==> config.mk <==
export PLATFORM = sky130hd
export DESIGN_NAME = keymap_decoder
export DESIGN_NICKNAME = d
export VERILOG_FILES = /design/src/rtl/keymap_decoder.sv
export SDC_FILE = /design/constraint.sdc
export NUM_CORES = 1
export LEC_CHECK = 0
export CAP_MARGIN = 20
export CORE_MARGIN = 1
export CORE_UTILIZATION = 49
export CTS_BUF_LIST = sky130_fd_sc_hd__clkbuf_4 sky130_fd_sc_hd__clkbuf_8 sky130_fd_sc_hd__clkbuf_16
export DETAILED_ROUTE_END_ITERATION = 16
export PLACE_DENSITY_LB_ADDON = 0.05
export SLEW_MARGIN = 20
export SYNTH_ARGS = -nofsm -noshare
export SYNTH_HDL_FRONTEND = slang
export SYNTH_SLANG_ARGS = --single-unit
==> constraint.sdc <==
create_clock -name clk -period 3.15 [get_ports clk]
set_input_delay 0.63 -clock clk [delete_from_list [all_inputs] [get_ports clk]]
set_output_delay 0.63 -clock clk [all_outputs]
set_load 0.1 [all_outputs]
==> src/rtl/keymap_decoder.sv <==
`default_nettype none
// ============================================================================
// Module      : keymap_decoder
// Description : Decodes PS/2 set-2 scancodes (E0/F0 prefixes) into per-key
//               press pulses, held levels and a sticky last-pressed latch.
//               Optional macro KEYMAP_TYPEMATIC_EN: a repeated make of a held
//               key re-pulses (auto-repeat).
// Revision    : 1.0 - initial release
// ============================================================================
module keymap_decoder #(
  parameter int                    NUM_KEYS = 8,
  parameter logic [9*NUM_KEYS-1:0] KEYMAP   = {9'h16B, 9'h174, 9'h172, 9'h175,
                                               9'h023, 9'h021, 9'h032, 9'h01C}
) (
  input  logic                clk,
  input  logic                reset,
  input  logic                rx_done_tick,
  input  logic [7:0]          keycodeout,
  input  logic                latch_clr,
  output logic [NUM_KEYS-1:0] key_pulse,
  output logic [NUM_KEYS-1:0] key_held,
  output logic [NUM_KEYS-1:0] key_latched,
  output logic                any_pulse
);

  localparam logic [7:0] c_byte_ext   = 8'hE0;
  localparam logic [7:0] c_byte_brk   = 8'hF0;
  localparam logic [7:0] c_byte_pause = 8'hE1;

  typedef enum logic [1:0] {
    ST_IDLE    = 2'd0,
    ST_EXT     = 2'd1,
    ST_BRK     = 2'd2,
    ST_EXT_BRK = 2'd3
  } state_t;

  state_t r_state;

  logic                w_is_ext;
  logic                w_is_brk;
  logic                w_prefix;
  logic                w_pause;
  logic                w_make;
  logic                w_break;
  logic                w_hit;
  logic                w_fire;
  logic [NUM_KEYS-1:0] w_match_oh;

  // Scan from the top so the lowest matching slot is the one left standing.
  always_comb begin
    w_match_oh = '0;
    for (int k = NUM_KEYS - 1; k >= 0; k--) begin
      if (KEYMAP[9*k +: 9] == {w_is_ext, keycodeout}) begin
        w_match_oh    = '0;
        w_match_oh[k] = 1'b1;
      end
    end
  end

  always_comb begin
    w_is_ext = (r_state == ST_EXT) || (r_state == ST_EXT_BRK);
    w_is_brk = (r_state == ST_BRK) || (r_state == ST_EXT_BRK);
    w_prefix = !w_is_brk && ((keycodeout == c_byte_ext) || (keycodeout == c_byte_brk));
    w_pause  = (r_state == ST_IDLE) && (keycodeout == c_byte_pause);
    w_make   = rx_done_tick && !w_is_brk && !w_prefix && !w_pause;
    w_break  = rx_done_tick && w_is_brk;
    w_hit    = |w_match_oh;
  end

`ifdef KEYMAP_TYPEMATIC_EN
  assign w_fire = w_make && w_hit;
`else
  logic w_already;
  assign w_already = |(w_match_oh & key_held);
  assign w_fire    = w_make && w_hit && !w_already;
`endif

  always_ff @(posedge clk or negedge reset) begin
    if (!reset) begin
      r_state     <= ST_IDLE;
      key_pulse   <= '0;
      key_held    <= '0;
      key_latched <= '0;
      any_pulse   <= 1'b0;
    end else begin
      key_pulse <= w_fire ? w_match_oh : '0;
      any_pulse <= w_fire;

      if (w_fire)
        key_held <= key_held | w_match_oh;
      else if (w_break)
        key_held <= key_held & ~w_match_oh;

      // A make on the same edge as latch_clr takes priority.
      if (w_fire)
        key_latched <= w_match_oh;
      else if (latch_clr)
        key_latched <= '0;

      if (rx_done_tick) begin
        case (r_state)
          ST_IDLE: begin
            if (keycodeout == c_byte_ext)
              r_state <= ST_EXT;
            else if (keycodeout == c_byte_brk)
              r_state <= ST_BRK;
            else
              r_state <= ST_IDLE;
          end
          ST_EXT: begin
            if (keycodeout == c_byte_ext)
              r_state <= ST_EXT;
            else if (keycodeout == c_byte_brk)
              r_state <= ST_EXT_BRK;
            else
              r_state <= ST_IDLE;
          end
          default: r_state <= ST_IDLE;
        endcase
      end
    end
  end

endmodule
`default_nettype wire

# == Word level (Yosys, flattened, before mapping) ==
# Index checks and enable logic that the tools add are counted.
# op_classes
n_bitwise,4
reduce_logical,20
n_mux,18
eq_ne,14
# ops
operator,n
$mux W8,13
$eq A9 B9 Y1 const A,4
$eq A6 B9 Y1 const A,3
$eq A8 B8 Y1 const B,3
$and A8 B8 Y8,2
$reduce_or A8 Y1,2
$eq A5 B9 Y1 const A,1
$logic_and A1 B1 Y1,8
$mux W2,4
$not A8 Y8,1
$or A8 B8 Y8,1
$eq A2 B2 Y1 const B,2
$logic_not A1 Y1,4
$pmux W2 S2,1
$reduce_bool A2 Y1,2
$logic_or A1 B1 Y1,3
$eq A2 B1 Y1 const B,1
$logic_not A2 Y1,1
# word_totals
out_inout_bits,25
elab_cells,61
in_bits,12
reg_bits,27

# == Depth between registers and ports, before layout ==
# depth
depth_word,16
ltp_mapped,7
ltp_nobuf,5

# == Worst setup path before layout ==
# OpenSTA, ideal clock, no wires.
# synth_path
path_type,reg-to-reg
from,register (tool-made name)
to,register key_latched[2]
path_buffers,0
period_less_slack_ns,2.544
path_stages_with_launch,6
required_time_ns,3.025
setup_time_ns,0.125
arrival_ns,2.419
setup_slack_ns,0.606
path_cell_list,dfrtp_1 -> or3b_1 -> a2111oi_1 -> a311oi_1 -> nand4_4 -> mux2_2
# synth_rtl
element,line_no,source
end signal: assignment,96,key_latched <= w_match_oh;
end: declaration,22,"output logic [NUM_KEYS-1:0] key_latched,"

# == Worst setup path in the final report ==
# layout_path
from,input keycodeout[4]
to,register key_latched[5]
# layout_between
elab_chain_cells,14
elab_cells_between_ends,34
classes_between,11 x eq/ne; 9 x mux; 1 x bitwise; 13 x reduce/logical
# layout_rtl
element,line_no,source
start: declaration,18,"input logic [7:0] keycodeout,"
$eq A9 B9 Y1,53,"if (KEYMAP[9*k +: 9] == {w_is_ext, keycodeout}) begin"
$mux W8 (8 in series),53,
$and A8 B8 Y8,74,assign w_already = |(w_match_oh & key_held);
$reduce_or A8 Y1,74,
$logic_not A1 Y1,75,assign w_fire = w_make && w_hit && !w_already;
$logic_and A1 B1 Y1,75,
$mux W8 / $reduce_bool A2 Y1 (equally long branches),--,
# Parallel ways exist; a longest one is shown, timed or not.
# A chain may end at the register's enable or synchronous reset.

==> results.toml <==
[floorplanning]
rows = 19
die_area_um2 = 3180
start_util = 0.520
die_x_um = 56.4
core_area_um2 = 2780
die_y_um = 56.4
ios = 37

[yosys]
synth_flop_cell = "dfrtp_1"
netlist_instances = 138
synth_area_leaders = "dfrtp_1 (47%), mux2i_1 (5.5%), o21ai_0 (4.8%), nand2b_1 (3.5%), nor2_1 (2.6%)"
synth.most_common_cell = "dfrtp_1"
synth_enable_flop_cells = 0
mappedNetlistArea_um2 = 1450
synth_cell_types = 46
synth.largest_area_cell = "dfrtp_1"
syn_avg_cell_area_um2 = 10.5
ys_seq_area_frac = 0.467
synth.top_cells.by_count = "dfrtp_1 (27), o21ai_0 (14), nor2_1 (10)"
async_flop_share = 1.00
synth_seq_cells = 27
synth.top_cell.area_share = 0.467
synth_fp_nets = 150
ys_warn_count = 0

[outcome]
status = "completed"

[clock_tree]
path_clk_slew_ns = 0.14
cts_buffers = 3
cts_buffer_depth = 2
htreeDepth = 1
cts.sinks = 27
tritoncts = "built"
cts_hold_buf = 0
cts_setup_buffers = 0
clk_latency_ns = 0.32
clockRootBuffer = "clkbuf_4"
cts_resized = 0

[placed_design]
port-buffer-count = 36
dp_hpwl_um = 2550
gp_congestion = 0.932
place_ws_ns = 0.271

[route]
routed_wl_um = 3420
vias_per_cell = 6.02
drc = 0
avgRoutedWirePerCell_um = 16.1
dr.first_iter.drc_count = 58
num_vias = 1277
first_pass_iters = 4
postRouteAntennaNets = 0

[sta]
clock_skew_ns = 0.00199
period_needed_ns = 2.54
rsz0062_at_grt = "false"
slew_headroom = 0.692
worst_slew_pin_slew_ns = 0.461
period_share = 0.806
hold_violations = 0
tns_ns = 0
fin_ws_ns = 0.611
setup_viol = 0
maxSlewViolCount = 0
fmax_mhz = 394
fin_hold_ws_ns = 0.557

[critical_path]
cp_max_fo = 10
critPathKind = "in2reg"
cp-start-kind = "input port"
required_ns = 3.41
arrival_ns = 2.80
end_kind = "flop"

[grt]
grt_pass1_wl_um = 5770
first_global_vias = 1171
overflow = 0
grt_max_degree = 28
antenna_found_initial = 0
grtUsageTotal = 0.237

[worst_hold_path]
hold_path_class = "reg2reg"

[cells_and_area]
layout.nets = 194
drive_gt1_frac = 0.265
diodes = 0
post-route-util = 0.660
syn2layout_area_growth_pct = 26.8

[flow_run]
drv_cap = 0

[pwr]
irDropWorstVdd_mv = 0.242
finalPower_mw = 0.572
power.density_nw_per_um2 = 312
leakage_nw = 0.856
critical path, cell delays in order:
cell and delay, ns:
clkdlybuf4s50_1 0.64, or3b_1 0.45, a2111oi_1 0.40, a311oi_1 0.14, nand4_4 0.15, buf_4 0.18, mux2i_1 0.19
cells in the final DEF (no fill, tap or decap), types with 2 or more instances in the layout:
master	netlist	final
inv_1	7	7
mux2i_1	8	8
dfrtp_1	27	27
nand3_1	4	4
clkbuf_4	0	3
nor2b_1	3	3
nand3b_1	2	2
clkdlybuf4s50_1	0	11
nand4_2	2	2
nor2_1	10	10
a2111oi_1	2	2
buf_4	1	32
nand2_1	6	6
nand4_1	2	2
nand2b_1	8	8
or3_1	3	3
nor3_1	6	6
and4bb_2	2	2
o21ai_0	14	14
nor4_1	2	2
or3b_1	2	2
per-layer routing:
metal  vias up  wire [um]  track usage
met1       604       1530        0.334
met4         0         65       0.0906
li1        601          -            -
met5         -          0            0
met2        62       1620        0.376
met3        10        199       0.0276
cells by family after synthesis:
family,count (synthesis),share of synthesized area
AND/OR/NAND/NOR,62,0.292
AO/OA/AOI/OAI,29,0.140
flip-flops,27,0.467
buffers and inverters,11,0.0380
multiplexers,9,0.0631
final timing paths:
| path | startpoint | to | slack, ns | depth (start not counted) |
|---|---|---|---|---|
| min reg2reg | key_latched[1]$_DFFE_PN0P_ | key_latched[1]$_DFFE_PN0P_ | 0.56 | 2 |
| min | key_latched[1]$_DFFE_PN0P_ | key_latched[1]$_DFFE_PN0P_ | 0.56 | 2 |
| max in group asynchronous | reset | key_latched[0]$_DFFE_PN0P_ | 2.25 | 2 |
| max | keycodeout[4] | key_latched[5]$_DFFE_PN0P_ | 0.61 | 7 |
| min in group asynchronous | reset | any_pulse$_DFF_PN0_ | 0.65 | 2 |
| max reg2reg | r_state[0]$_DFFE_PN0P_ | key_latched[5]$_DFFE_PN0P_ | 1.05 | 6 |
power breakdown:
group / total [mW] / internal, mW / switching (mW)
combinational: 0.0708 / 0.0298 / 0.0410
clock: 0.151 / 0.0477 / 0.103
sequential: 0.350 / 0.348 / 0.00261
total: 0.572 / 0.425 / 0.147
area by class of cell:
| class | instances | area (um^2) |
|---|---|---|
| Clock inverter | 1 | 5.00 |
| Clock buffer | 3 | 22.5 |
| Tap cell | 31 | 38.8 |
| Fill cell | 226 | 946 |
| Timing Repair Buffer | 43 | 350 |
| Multi-Input combinational cell | 100 | 717 |
| Inverter | 7 | 26.3 |
| Sequential cell | 27 | 676 |
metrics by stage:
| stage | cells | instance area, um^2 |
|---|---|---|
| floorplan | 138 | 1450 |
| global placement | 208 | 1810 |
| detailed placement | 208 | 1810 |
| CTS | 212 | 1840 |
| global route | 212 | 1840 |
| finish | 212 | 1840 |
(Power assumes the default switching activity.)
